`src/rtl/handshake_dispatch.sv`:
```
// handshake_dispatch: queues one-hot channel selects taken from a 4-phase upstream
// handshake and replays them, in arrival order, as 4-phase handshakes on N channels.
// Optional feature macro SEL_CHECK_EN: reject zero/multi-hot selects and raise err_sel.
module handshake_dispatch #(
    parameter int output_size = 8,
    parameter int fifo_depth  = 4
) (
    input  logic                            clk,
    input  logic                            rst_n,
    input  logic                            req_in,
    input  logic [output_size-1:0]          sel_in,
    output logic                            ack_in,
    output logic [output_size-1:0]          req_out,
    input  logic [output_size-1:0]          ack_out,
    output logic [$clog2(fifo_depth+1)-1:0] fifo_count,
    output logic                            err_sel
);
    localparam int CW = $clog2(fifo_depth + 1);
    localparam int PW = $clog2(fifo_depth);
    localparam logic [CW-1:0] FULL_LVL = CW'(fifo_depth);
    localparam logic [CW-1:0] CNT_ONE  = CW'(1);
    localparam logic [CW-1:0] CNT_ZERO = CW'(0);
    localparam logic [PW-1:0] PTR_ONE  = PW'(1);
    localparam logic [PW-1:0] PTR_ZERO = PW'(0);
    localparam logic [output_size-1:0] SEL_ZERO = {output_size{1'b0}};

    typedef enum logic [0:0] {U_IDLE = 1'b0, U_ACK = 1'b1} u_state_t;
    typedef enum logic [1:0] {D_IDLE = 2'b00, D_REQ = 2'b01, D_RTZ = 2'b10} d_state_t;

    u_state_t               u_state_r, u_state_s;
    d_state_t               d_state_r, d_state_s;
    logic [output_size-1:0] mem_r [fifo_depth];
    logic [PW-1:0]          wr_ptr_r, rd_ptr_r;
    logic [CW-1:0]          count_r, count_s;
    logic [output_size-1:0] cur_sel_r, cur_sel_s;
    logic [output_size-1:0] req_out_r, req_out_s;
    logic                   ack_in_r;
    logic                   full_s, empty_s, push_try_s, sel_ok_s, push_s, pop_s, hit_s;
    logic [output_size-1:0] head_s;

    assign full_s  = (count_r == FULL_LVL);
    assign empty_s = (count_r == CNT_ZERO);
    assign head_s  = mem_r[rd_ptr_r];
    assign hit_s   = |(ack_out & cur_sel_r);
    assign push_s  = push_try_s & sel_ok_s;

`ifdef SEL_CHECK_EN
    function automatic logic is_one_hot(input logic [output_size-1:0] v);
        logic seen;
        logic multi;
        seen  = 1'b0;
        multi = 1'b0;
        for (int i = 0; i < output_size; i++) begin
            multi = multi | (v[i] & seen);
            seen  = seen | v[i];
        end
        return seen & ~multi;
    endfunction

    logic err_sel_r;
    assign sel_ok_s = is_one_hot(sel_in);
    assign err_sel  = err_sel_r;

    // Sticky flag: a rejected select keeps err_sel high until the next reset.
    always_ff @(posedge clk or negedge rst_n) begin
        if (!rst_n) begin
            err_sel_r <= 1'b0;
        end else begin
            err_sel_r <= err_sel_r | (push_try_s & ~sel_ok_s);
        end
    end
`else
    assign sel_ok_s = 1'b1;
    assign err_sel  = 1'b0;
`endif

    // Upstream handshake: accept while not full (pre-pop count), release on req_in low.
    always_comb begin
        u_state_s  = u_state_r;
        push_try_s = 1'b0;
        case (u_state_r)
            U_IDLE: begin
                if (req_in && !full_s) begin
                    push_try_s = 1'b1;
                    u_state_s  = U_ACK;
                end else begin
                    u_state_s = U_IDLE;
                end
            end
            U_ACK: begin
                if (!req_in) begin
                    u_state_s = U_IDLE;
                end else begin
                    u_state_s = U_ACK;
                end
            end
            default: u_state_s = U_IDLE;
        endcase
    end

    // Downstream replay: pop head, hold request until selected ack, then wait for ack low.
    always_comb begin
        d_state_s = d_state_r;
        cur_sel_s = cur_sel_r;
        req_out_s = SEL_ZERO;
        pop_s     = 1'b0;
        case (d_state_r)
            D_IDLE: begin
                if (!empty_s) begin
                    pop_s     = 1'b1;
                    cur_sel_s = head_s;
                    req_out_s = head_s;
                    // a zero entry is dropped without a request pulse
                    if (head_s != SEL_ZERO) begin
                        d_state_s = D_REQ;
                    end else begin
                        d_state_s = D_IDLE;
                    end
                end else begin
                    d_state_s = D_IDLE;
                end
            end
            D_REQ: begin
                if (hit_s) begin
                    d_state_s = D_RTZ;
                end else begin
                    req_out_s = cur_sel_r;
                    d_state_s = D_REQ;
                end
            end
            D_RTZ: begin
                if (!hit_s) begin
                    d_state_s = D_IDLE;
                end else begin
                    d_state_s = D_RTZ;
                end
            end
            default: d_state_s = D_IDLE;
        endcase
    end

    // Occupancy update covering push-only, pop-only and simultaneous push/pop.
    always_comb begin
        case ({push_s, pop_s})
            2'b10:   count_s = count_r + CNT_ONE;
            2'b01:   count_s = count_r - CNT_ONE;
            default: count_s = count_r;
        endcase
    end

    // State and registered outputs.
    always_ff @(posedge clk or negedge rst_n) begin
        if (!rst_n) begin
            u_state_r <= U_IDLE;
            d_state_r <= D_IDLE;
            cur_sel_r <= SEL_ZERO;
            req_out_r <= SEL_ZERO;
            ack_in_r  <= 1'b0;
            count_r   <= CNT_ZERO;
        end else begin
            u_state_r <= u_state_s;
            d_state_r <= d_state_s;
            cur_sel_r <= cur_sel_s;
            req_out_r <= req_out_s;
            ack_in_r  <= (u_state_s == U_ACK);
            count_r   <= count_s;
        end
    end

    // FIFO storage and pointers; pointers wrap naturally at the power-of-2 depth.
    always_ff @(posedge clk or negedge rst_n) begin
        if (!rst_n) begin
            wr_ptr_r <= PTR_ZERO;
            rd_ptr_r <= PTR_ZERO;
            for (int i = 0; i < fifo_depth; i++) begin
                mem_r[i] <= SEL_ZERO;
            end
        end else begin
            if (push_s) begin
                mem_r[wr_ptr_r] <= sel_in;
                wr_ptr_r        <= wr_ptr_r + PTR_ONE;
            end
            if (pop_s) begin
                rd_ptr_r <= rd_ptr_r + PTR_ONE;
            end
        end
    end

    assign ack_in     = ack_in_r;
    assign req_out    = req_out_r;
    assign fifo_count = count_r;

endmodule
```
`config.mk`:
```
export PLATFORM = sky130hd
export DESIGN_NAME = handshake_dispatch
export DESIGN_NICKNAME = d
export VERILOG_FILES = /design/src/rtl/handshake_dispatch.sv
export SDC_FILE = /design/constraint.sdc
export NUM_CORES = 1
export LEC_CHECK = 0
export BUFFER_PORTS_ARGS = -buffer_cell sky130_fd_sc_hd__buf_2
export CORE_ASPECT_RATIO = 1.5
export CORE_MARGIN = 3
export CORE_UTILIZATION = 35
export CTS_CLUSTER_DIAMETER = 200
export CTS_CLUSTER_SIZE = 30
export DETAILED_ROUTE_END_ITERATION = 7
export HOLD_SLACK_MARGIN = 0.08
export PLACE_DENSITY_LB_ADDON = 0.08
export REMOVE_ABC_BUFFERS = 1
export SYNTH_ARGS = -nofsm -noshare
export SYNTH_HDL_FRONTEND = slang
export SYNTH_SLANG_ARGS = --single-unit
```
`constraint.sdc`:
```
create_clock -name clk -period 5.7 [get_ports clk]
set_input_delay 1.71 -clock clk [delete_from_list [all_inputs] [get_ports clk]]
set_output_delay 1.71 -clock clk [all_outputs]
set_load 0.02 [all_outputs]
```
# == Word level (Yosys, flattened, before mapping) ==
# Cells that the tools add are included.
# word_totals
output_inout_bits,13
in_bits,19
ff_bits,58
word_cells,58
# op_classes
reduce_logical,9
magnitude_cmp,3
n_bitwise,5
add_sub_neg,4
eq_ne,5
mux,21
# ops
op,n
8-bit two-way mux,5
32-bit bitwise mux,1
8-bit binary-select mux with 2-bit select,1
8-bit demux with 2-bit select,1
8-bit case mux with 2 select lines,1
8-bit bitwise AND,1
8-bit nonzero test,1
8-bit OR reduction,1
3-bit greater-or-equal comparator (second input constant),2
1-bit two-way mux,6
2-bit two-way mux,3
2-bit NOT with 3-bit output,2
2-bit case mux with 3 select lines,1
3-bit case mux with 2 select lines,1
2-bit by 1-bit adder with 2-bit output (second input constant),2
2-bit by 1-bit == test with 1-bit output (second input constant),2
2-bit == test (second input constant),2
3-bit by 1-bit adder with 3-bit output (second input constant),1
3-bit == test (second input constant),1
3-bit zero test,1
3-bit by 1-bit less-than comparator with 1-bit output (second input constant),1
3-bit by 1-bit subtractor with 3-bit output (second input constant),1
1-bit logical AND,2
2-bit zero test,1
5 further kinds,6

# == Longest topological paths before layout ==
# Gate-level depths: netlist of the first run.
# logic_depth
word_depth,8
depth_mapped,11
mapped_depth_nobuf,9

# == Worst setup path before layout of the first run ==
# No wires, ideal clock.
# synth_timing
path_kind,input port to flip-flop
from,input req_in
to,"register count_r[2], in the netlist fifo_count[2]"
setup_ns,0.080
arrival_time_ns,3.063
required_time_ns,5.620
n_path_buf,1
cell_stages,9
path_slack_ns,2.557
cell_sequence,and3b_1 clkbuf_1 inv_1 ha_1 inv_1 fa_1 xor2_1 nor2_1 xor2_1
# synth_via
elab_chain_cells,5
word_cells_on_any_way,7
classes_between,2 x eq/ne; 3 x mux; 2 x reduce/logical
# synth_rtl
element,line,text
"start, declared",10,"input logic req_in,"
1-bit logical AND (*),83,if (req_in && !full_s) begin
1-bit two-way mux (*),83,
1-bit two-way mux (*),81,case (u_state_r)
2-bit by 1-bit == test with 1-bit output / 2-bit == test (equally long branches),144,"case ({push_s, pop_s})"
3-bit case mux with 2 select lines / 2-bit nonzero test (equally long branches),n/a,
"end signal, assigned",166,count_r <= count_s;
"end, declared",34,"logic [CW-1:0] count_r, count_s;"
# Every way passes the cells marked *; elsewhere a longest branch is shown, timed or not.
# A chain may end at the register's enable or synchronous reset.

# == Final worst setup path of the first run ==
# Same ends and word-level chain as after synthesis.

==> impl_metrics.csv, run 1 <==
group,metric,value,unit
run_status,result_of_the_run,"complete, no violations",
power_and_ir_drop,internal_power,0.000940,W
drt,route.detailed.wl_per_inst,16.9,um
floorplanning,chipWidth,75.5,um
clock_tree,post_cts.resized_instances,0,
sta,post_route_skew,9.76,ps
synth,synth-seq-area-share,0.573,
critical_path,worst_ep_required_time,5960,ps
sta,slew_headroom,0.509,
place,placement.cell_area,0.00274,mm2
global_route,grt_usage,0.144,
critical_path,crit_family,"adder cells",
power_and_ir_drop,seq_power_share,0.477,
drt,detail_route.drc_violations,0,
power_and_ir_drop,p_clk_frac,0.289,
clock_tree,post-cts-setup-buffers,0,
layout,antennaDiodeCount,0,
critical_path,critical_path_buf_inv_count,3,
drt,routed_wl,5.21,mm
clock_tree,cts.reportedPaths.clkPinSlew,60,ps
global_route,via_count_of_the_first_global_routing_pass,1686,
power_and_ir_drop,static_leak,1.39,nW
synth,synthArstFlopShare,1.00,
sta,fmaxAchievable,0.342,GHz
sta,measured_slew_at_the_worst_slew_check_pin,736,ps
layout,finished_core_util,0.423,
synth,ys_types,29,
sta,drv_slew,0,
sta,min_period,2920,ps
synth,ys_ff_latch,58,
floorplanning,boundaryPins,32,
critical_path,critical_path_class,"input pin to flop",
critical_path,timing.critical_path.to_type,"flop",
power_and_ir_drop,vdd.ir_drop.worst,195,uV
critical_path,critical-path-max-stage-delay,370,ps
floorplanning,fp-row-count,37,
drt,iter_0_drt_violations,65,
global_route,grt_first_pass_wirelength,8.66,mm
clock_tree,insertion_delay,330,ps
synth,edff_count_synth,0,
layout,layout.cells.most_common,"sky130_fd_sc_hd__dfrtp_1",
clock_tree,cts-hold-fix-buffers,0,
power_and_ir_drop,comb_power_share,0.234,
critical_path,worstPathArrival,3180,ps
floorplanning,core,0.00694,mm2
layout,layout_common_cells,"58 x sky130_fd_sc_hd__dfrtp_1, 31 x sky130_fd_sc_hd__nand2_1, 30 x sky130_fd_sc_hd__buf_2",
critical_path,critPathMaxFanout,8,
synth,synth_cells,193,
place,gpl.final_weighted_congestion,0.699,
sta,setup_tns,0,ps
floorplanning,initial_core_utilization,0.365,
layout,finish.instance_area,0.00294,mm2
power_and_ir_drop,sw_frac_of_total,0.279,
drt,drt-pass1-iter-count,4,
clock_tree,clock-root-buffer,"sky130_fd_sc_hd__clkbuf_8",
clock_tree,cts_tree,"yes",
power_and_ir_drop,power_switching,0.000363,W
sta,rsz0062_at_grt,"no",
worst_hold_path,hold_path_class,"flop to flop",
layout,layout.filler_cells,680,
sta,final-setup-viol-count,0,
clock_tree,cts-buffers-inserted,9,
sta,count_of_endpoints_failing_hold_in_the_final_timing_report,0,
global_route,number_of_antenna_violations_at_the_first_check_in_global_routing,0,
drt,post_drt_via_cell_ratio,5.11,
synth,mappedNetlistArea,0.00253,mm2
layout,nets,251,
clock_tree,numClockSinks,58,
critical_path,crit_path_start_kind,"input pin",
layout,fraction_of_final_layout_cells_with_drive_strength_greater_than_1,0.307,
synth,synthFlopType,"sky130_fd_sc_hd__dfrtp_1",
clock_tree,h-tree-depth,3,
critical_path,crit_chain,"buf_2 -> and3b_1 -> inv_1 -> ha_1 -> inv_1 -> fa_1 -> xor2_1 -> nor2_1 -> xor2_1",
power_and_ir_drop,power_density,443,mW/mm2
flow_run,cap_violations,0,
synth,synth-warning-count,0,
clock_tree,ctsLongestPathBuffers,2,
drt,detail-route-antenna-nets,0,
place,place_hpwl,3.78,mm
critical_path,timing.critical_path.slowest_stage_cell,"sky130_fd_sc_hd__fa_1",
sta,min_period_over_period,0.513,
synth,syn-mean-instance-area,13.1,um2
drt,route.vias.total,1580,
global_route,globalRoute.totalOverflow,0,
global_route,maximum_number_of_pins_on_one_net_before_global_route_repair,59,
place,portBuffers,30,
layout,syn2layout_area_growth,16.0,%
floorplanning,die-height,110,um
floorplanning,dieArea,0.00832,mm2
-- power groups by stage --
stage / combinational [W] / sequential (W) / clock (W)
floorplan: 0.000219 / 0.000617 / 0
global placement: 0.000297 / 0.000616 / 0
detailed placement: 0.000314 / 0.000630 / 0
CTS: 0.000315 / 0.000623 / 0.000389
global route: 0.000342 / 0.000640 / 0.000411
finish: 0.000305 / 0.000622 / 0.000377
-- synthesized netlist by cell type, types with 5 or more instances --
cell type | instances | area share
sky130_fd_sc_hd__clkbuf_1 | 6 | 0.0089
sky130_fd_sc_hd__a21oi_1 | 8 | 0.016
sky130_fd_sc_hd__dfrtp_1 | 58 | 0.57
sky130_fd_sc_hd__a22oi_1 | 5 | 0.015
sky130_fd_sc_hd__ha_1 | 5 | 0.025
sky130_fd_sc_hd__nand3_1 | 8 | 0.016
sky130_fd_sc_hd__mux2_2 | 18 | 0.080
sky130_fd_sc_hd__nand2_1 | 31 | 0.046
sky130_fd_sc_hd__mux2_1 | 14 | 0.062
sky130_fd_sc_hd__xnor2_1 | 5 | 0.017
sky130_fd_sc_hd__mux4_2 | 8 | 0.071
sky130_fd_sc_hd__inv_1 | 6 | 0.0089
-- through the flow --
step	setup slack (ps)	std cells	total power, W	hold WS (ps)
finish	2780	309	0.00130	490
global route	2640	309	0.00139	507
CTS	2780	309	0.00133	496
detailed placement	2420	293	0.000944	481
global placement	2490	293	0.000912	469
floorplan	2640	184	0.000836	459
-- logic make-up after synthesis --
logic type / after synthesis / share of synthesized area
compound gates: 16 / 0.0375
simple gates: 48 / 0.0854
buf+inv: 16 / 0.0286
fa+ha+maj: 6 / 0.0326
mux: 41 / 0.217
xor+xnor: 7 / 0.0242
other cells: 1 / 0.00148
flops: 58 / 0.573
-- path summary, 6_finish.rpt --
| check | slack, ps | to | depth (start not counted) | startpoint |
|---|---|---|---|---|
| max in group asynchronous | 3680 | mem_r[20] | 2 | rst_n |
| max reg2reg | 3200 | fifo_count[2] | 8 | d_state_r[0] |
| max | 2780 | fifo_count[2] | 9 | req_in |
| min | 490 | mem_r[26] | 1 | mem_r[26] |
| min reg2reg | 490 | mem_r[26] | 1 | mem_r[26] |
| min in group asynchronous | 1520 | fifo_count[0] | 2 | rst_n |
-- area by class of cell --
cell class	count	area, um2	area share
clock buffers	14	163	0.0553
inverters	7	26.3	0.00894
well taps	78	97.6	0.0332
multi-input cells	119	1010	0.343
clock inverters	2	35.0	0.0119
flip-flops and latches	58	1450	0.494
repair buffers	31	158	0.0536
-- sequential cells by signal (all words and copies together), names as in the netlist --
name and flops:
d_state_r 2, fifo_count 3, cur_sel_r 8, req_out 8, wr_ptr_r 2, rd_ptr_r 2
mem_r 32, ack_in 1
-- per-layer routing --
layer	GRT usage	vias up	wire [um]
li1	-	737	-
met2	0.239	30	2780
met3	0.0381	10	185
met1	0.174	803	2150
met5	0	-	0
met4	0.0638	0	94
Note: power is estimated with default switching activity, not from simulation.
==> run 2, diff against run 1 <==
==> constraint.sdc (replaced) <==
create_clock -name clk -period 3 [get_ports clk]
set_input_delay 0.9 -clock clk [delete_from_list [all_inputs] [get_ports clk]]
set_output_delay 0.9 -clock clk [all_outputs]
set_load 0.02 [all_outputs]
==> run 2 against run 1 <==
Setup slack worse by 2200 ps; non-clock buffer count up 1; utilization down 0.072 points; die area unchanged; routed wire length up 0.73%; global-route usage up 0.072 points; clock power up 81%; critical path type is now flop to flop.
==> impl_metrics.csv, run 2 (synthesis gave the netlist of run 1 again) <==
group,metric,value,unit
clock_tree,h-tree-depth,3,
place,gpl.final_weighted_congestion,0.795,
critical_path,critical_path_class,"flop to flop",
clock_tree,cts_tree,"yes",
clock_tree,numClockSinks,58,
clock_tree,cts-hold-fix-buffers,0,
place,portBuffers,30,
sta,count_of_endpoints_failing_hold_in_the_final_timing_report,0,
drt,post_drt_via_cell_ratio,5.07,
global_route,globalRoute.totalOverflow,0,
sta,min_period,2410,ps
layout,antennaDiodeCount,0,
place,place_hpwl,3.88,mm
critical_path,crit_path_start_kind,"flop",
clock_tree,insertion_delay,330,ps
floorplanning,initial_core_utilization,0.365,
layout,largest_register_by_flop_count,"mem_r",
floorplanning,boundaryPins,32,
sta,setup_tns,0,ps
floorplanning,dieArea,0.00832,mm2
floorplanning,die-height,110,um
drt,drt-pass1-iter-count,4,
drt,route.vias.total,1568,
clock_tree,post_cts.resized_instances,0,
layout,nets,252,
global_route,grt_first_pass_wirelength,8.60,mm
floorplanning,chipWidth,75.5,um
power_and_ir_drop,power_density,835,mW/mm2
drt,route.detailed.wl_per_inst,17.0,um
clock_tree,cts.reportedPaths.clkPinSlew,60,ps
critical_path,timing.critical_path.slowest_stage_cell,"sky130_fd_sc_hd__or3_1",
layout,finished_core_util,0.423,
place,place_ws,549,ps
clock_tree,cts-buffers-inserted,9,
critical_path,critical-path-max-stage-delay,590,ps
critical_path,crit_chain,"or3_1 -> inv_2 -> ha_1 -> inv_1 -> fa_1 -> xor2_1 -> nor2_1 -> xor2_1",
floorplanning,core,0.00694,mm2
flow_run,cap_violations,0,
critical_path,path_common_cell,"sky130_fd_sc_hd__xor2_1",
clock_tree,post-cts-setup-buffers,0,
clock_tree,ctsLongestPathBuffers,2,
critical_path,timing.critical_path.to_type,"flop",
global_route,number_of_antenna_violations_at_the_first_check_in_global_routing,0,
global_route,grt_usage,0.145,
power_and_ir_drop,static_leak,1.39,nW
layout,layout_common_cells,"58 x sky130_fd_sc_hd__dfrtp_1, 31 x sky130_fd_sc_hd__nand2_1, 30 x sky130_fd_sc_hd__buf_2",
critical_path,crit_family,"simple AND/OR/NAND/NOR gates",
clock_tree,clock-root-buffer,"sky130_fd_sc_hd__clkbuf_8",
critical_path,critPathMaxFanout,12,
power_and_ir_drop,design_power_total,0.00245,W
run_status,result_of_the_run,"complete, no violations",
layout,largest_register_ffs,32,
critical_path,critical_path_buf_inv_count,2,
layout,syn2layout_area_growth,15.9,%
global_route,maximum_number_of_pins_on_one_net_before_global_route_repair,37,
drt,routed_wl,5.25,mm
sta,post_route_skew,7.32,ps
layout,layout.cells.most_common,"sky130_fd_sc_hd__dfrtp_1",
global_route,via_count_of_the_first_global_routing_pass,1737,
layout,fraction_of_final_layout_cells_with_drive_strength_greater_than_1,0.312,
worst_hold_path,hold_path_class,"flop to flop",
sta,min_period_over_period,0.805,
drt,detail-route-antenna-nets,0,
sta,measured_slew_at_the_worst_slew_check_pin,813,ps
sta,final-setup-viol-count,0,
critical_path,worst_ep_required_time,3260,ps
drt,iter_0_drt_violations,45,
floorplanning,fp-row-count,37,
sta,fmaxAchievable,0.414,GHz
power_and_ir_drop,vdd.ir_drop.worst,395,uV
sta,finalWorstSetupSlack,585,ps
sta,drv_slew,0,
sta,rsz0062_at_grt,"no",
sta,slew_headroom,0.458,
drt,detail_route.drc_violations,0,
critical_path,worstPathArrival,2670,ps
## run 2: cell count changes in the layout (fill, tap and decap cells not counted)
cell and change:
sky130_fd_sc_hd__buf_4 +1, sky130_fd_sc_hd__clkbuf_8 -1, sky130_fd_sc_hd__clkbuf_1 -1, sky130_fd_sc_hd__clkinv_2 +1
## run 2: worst paths after layout
path | slack (ps) | to | cells past startpoint | from
setup / recovery | 590 | fifo_count[2] | 8 | d_state_r[0]
hold / removal | 490 | mem_r[11] | 1 | mem_r[11]
setup reg to reg | 590 | fifo_count[2] | 8 | d_state_r[0]
hold reg to reg | 490 | mem_r[11] | 1 | mem_r[11]
max in group asynchronous | 1660 | mem_r[23] | 2 | rst_n
min in group asynchronous | 660 | fifo_count[0] | 1 | rst_n
## run 2: worst reg2reg max path, stage by stage, from the launching register on
cell and delay (ps):
sky130_fd_sc_hd__dfrtp_1 500, sky130_fd_sc_hd__or3_1 590, sky130_fd_sc_hd__inv_2 220, sky130_fd_sc_hd__ha_1 210
sky130_fd_sc_hd__inv_1 60, sky130_fd_sc_hd__fa_1 370, sky130_fd_sc_hd__xor2_1 150, sky130_fd_sc_hd__nor2_1 110
sky130_fd_sc_hd__xor2_1 140
## run 2: report_power, final
| part | internal, W | total (W) | switching [W] |
|---|---|---|---|
| combinational | 0.000323 | 0.000591 | 0.000267 |
| sequential | 0.00104 | 0.00118 | 0.000143 |
| clock | 0.000399 | 0.000681 | 0.000282 |
## run 2: routing by layer
layer  routed length (um)  GRT usage
met1                 2080      0.169
met2                 2840      0.247
met3                  215     0.0363
met4                  104     0.0638
met5                    0          0
## run 2: per-stage QoR
stage                     hold WS (ps)  std cells  cell area, um2
after floorplan                    459        184            2490
after global placement             469        294            2750
after detailed placement           479        294            2750
after CTS                          492        309            2940
after global routing               504        309            2940
final                              489        309            2940
## run 2: final cells by class
cell class | count | area (um2)
clock buffers | 12 | 145
clock inverters | 3 | 40.0
fillers | 677 | 4010
inverters | 7 | 26.3
multi-input cells | 119 | 1010
flip-flops and latches | 58 | 1450
well taps | 78 | 97.6
repair buffers | 32 | 165
==> run 3, diff against run 2 <==
==> constraint.sdc (replaced) <==
create_clock -name clk -period 2.09 [get_ports clk]
set_input_delay 0.627 -clock clk [delete_from_list [all_inputs] [get_ports clk]]
set_output_delay 0.627 -clock clk [all_outputs]
set_load 0.02 [all_outputs]
==> run 3 against run 2 <==
Power is 51% higher; setup slack lost 580 ps; die area stayed put; via count increased by 3.4%; flip-flop and latch count stayed put; non-clock buffer count rose by 14; clock power increased by 54%; clock skew down 1.7 ps; register-to-register slack lost 580 ps; routed wire length up 0.51%; critical path type unchanged; critical endpoint unchanged; largest power group unchanged.
==> impl_metrics.csv, run 3 (synthesis gave the netlist of run 1 again) <==
group,metric,value,unit
run_status,result_of_the_run,"complete, no violations",
power_and_ir_drop,seq_power_share,0.453,
layout,finalNonFillerCells,324,
floorplanning,initial_core_utilization,0.365,
power_and_ir_drop,comb_power_share,0.263,
clock_tree,ctsLongestPathBuffers,2,
place,place_ws,-14.0,ps
layout,antennaDiodeCount,0,
global_route,via_count_of_the_first_global_routing_pass,1721,
clock_tree,insertion_delay,330,ps
drt,detail-route-antenna-nets,0,
worst_hold_path,hold_path_class,"input pin to async pin",
layout,largest_register_ffs,32,
layout,layout.cells.most_common,"sky130_fd_sc_hd__dfrtp_1",
critical_path,setup.reg_to_reg.worst_slack,5,ps
critical_path,timing.critical_path.to_type,"flop",
power_and_ir_drop,internal_power,0.00266,W
drt,route.vias.total,1622,
sta,min_period,2090,ps
floorplanning,core,0.00694,mm2
power_and_ir_drop,static_leak,1.50,nW
sta,count_of_endpoints_failing_hold_in_the_final_timing_report,0,
clock_tree,cts-hold-fix-buffers,0,
drt,route.detailed.wl_per_inst,16.3,um
clock_tree,cts_tree,"yes",
drt,detail_route.drc_violations,0,
layout,layout_common_cells,"58 x sky130_fd_sc_hd__dfrtp_1, 31 x sky130_fd_sc_hd__nand2_1, 30 x sky130_fd_sc_hd__buf_2",
layout,finished_core_util,0.452,
power_and_ir_drop,sw_frac_of_total,0.283,
sta,finalWorstSetupSlack,4.76,ps
layout,multi_input_comb_area,0.00102,mm2
sta,post_route_skew,5.58,ps
sta,fmaxAchievable,0.480,GHz
floorplanning,fp-row-count,37,
clock_tree,h-tree-depth,3,
drt,iter_0_drt_violations,72,
place,portBuffers,30,
sta,min_period_over_period,0.998,
critical_path,crit_path_start_kind,"flop",
layout,layout.filler_cells,637,
layout,largest_register_by_flop_count,"mem_r",
global_route,grt_usage,0.141,
global_route,number_of_antenna_violations_at_the_first_check_in_global_routing,0,
sta,final-setup-viol-count,0,
global_route,grt_first_pass_wirelength,8.49,mm
drt,post_drt_via_cell_ratio,5.01,
floorplanning,boundaryPins,32,
critical_path,critPathMaxFanout,4,
layout,fraction_of_final_layout_cells_with_drive_strength_greater_than_1,0.378,
critical_path,r2r_end,"fifo_count[2]",
sta,setup_tns,0,ps
clock_tree,clock-root-buffer,"sky130_fd_sc_hd__clkbuf_8",
critical_path,worst_ep_required_time,2350,ps
drt,drt-pass1-iter-count,3,
power_and_ir_drop,vdd.ir_drop.worst,687,uV
layout,nets,266,
global_route,globalRoute.totalOverflow,0,
sta,drv_slew,0,
place,post-place-cells,306,
layout,final-seq-area,0.00145,mm2
drt,routed_wl,5.27,mm
power_and_ir_drop,p_clk_frac,0.284,
place,place_hpwl,3.80,mm
critical_path,worstPathArrival,2340,ps
floorplanning,chipWidth,75.5,um
layout,syn2layout_area_growth,24.0,%
clock_tree,cts-buffers-inserted,9,
flow_run,cap_violations,0,
floorplanning,dieArea,0.00832,mm2
critical_path,r2r_start,"fifo_count[2]",
clock_tree,numClockSinks,58,
critical_path,critical_path_class,"flop to flop",
clock_tree,cts.reportedPaths.clkPinSlew,60,ps
power_and_ir_drop,power_switching,0.00105,W
global_route,maximum_number_of_pins_on_one_net_before_global_route_repair,59,
place,gpl.final_weighted_congestion,0.707,
critical_path,reg2reg_depth,9,
sta,rsz0062_at_grt,"yes",
floorplanning,die-height,110,um
power_and_ir_drop,power_density,1180,mW/mm2
==> run 3: changes by cell type in the layout (fill, tap and decap cells not counted) <==
cell / previous run / this run
sky130_fd_sc_hd__clkinv_2: 2 / 3
sky130_fd_sc_hd__clkbuf_1: 2 / 0
sky130_fd_sc_hd__or3b_4: 0 / 1
sky130_fd_sc_hd__ha_1: 5 / 4
sky130_fd_sc_hd__fa_2: 0 / 1
sky130_fd_sc_hd__buf_4: 2 / 10
sky130_fd_sc_hd__ha_2: 0 / 1
sky130_fd_sc_hd__or3b_1: 1 / 0
sky130_fd_sc_hd__inv_2: 1 / 2
sky130_fd_sc_hd__inv_1: 6 / 5
sky130_fd_sc_hd__fa_1: 1 / 0
sky130_fd_sc_hd__clkbuf_8: 10 / 11
sky130_fd_sc_hd__clkinvlp_4: 0 / 1
sky130_fd_sc_hd__buf_12: 0 / 6
==> run 3: layer usage <==
metal,vias up,track usage,part of all wire
met5,-,0,0
met4,0,0.0788,0.024
met3,10,0.0245,0.028
met2,27,0.245,0.54
met1,816,0.159,0.41
li1,769,-,-
==> run 3: power groups by stage <==
stage	clock network (W)	logic [W]	registers [W]
final	0.00105	0.000976	0.00168
after global routing	0.00113	0.00108	0.00173
after CTS	0.00108	0.000982	0.00168
after detailed placement	0	0.000973	0.00170
after global placement	0	0.000923	0.00167
after floorplan	0	0.000597	0.00168
==> run 3: cell type report <==
| class | instances | area share |
|---|---|---|
| clock buffer | 11 | 0.0482 |
| clock inverter | 5 | 0.0167 |
| inverter | 7 | 0.00836 |
| multi-input combinational | 119 | 0.324 |
| sequential | 58 | 0.462 |
| tap | 78 | 0.0311 |
| timing repair buffer | 46 | 0.110 |
==> run 3: worst max-delay path: stages, from the launching register on <==
cell                      delay (ps)
sky130_fd_sc_hd__dfrtp_1         400
sky130_fd_sc_hd__or3b_4          390
sky130_fd_sc_hd__and3b_1         200
sky130_fd_sc_hd__inv_1            60
sky130_fd_sc_hd__ha_2            170
sky130_fd_sc_hd__inv_2            40
sky130_fd_sc_hd__fa_2            330
sky130_fd_sc_hd__xor2_1          150
sky130_fd_sc_hd__nor2_1          130
sky130_fd_sc_hd__xor2_1          140
==> run 3: repair_timing <==
item	in CTS	in global routing
resized for setup	1	3
setup endpoints to repair	1	1
pin swaps	1	4
buffers inserted	0	2
gates cloned	0	0
==> run 3: per-stage QoR <==
stage	total power (W)	instance area, um2	hold WS [ps]
after CTS	0.00374	3120	298
after global placement	0.00259	2920	469
after floorplan	0.00228	2490	331
final	0.00371	3140	291
after detailed placement	0.00268	2920	479
after global routing	0.00394	3140	308
==> run 3: worst max-delay path by stage <==
stage / startpoint / end / cells past startpoint
finish: fifo_count[2] / fifo_count[2] / 9
global route: fifo_count[2] / fifo_count[2] / 9
CTS: fifo_count[0] / fifo_count[2] / 9
detailed placement: fifo_count[0] / fifo_count[2] / 9
global placement: fifo_count[2] / fifo_count[2] / 9
floorplan: fifo_count[0] / fifo_count[2] / 9
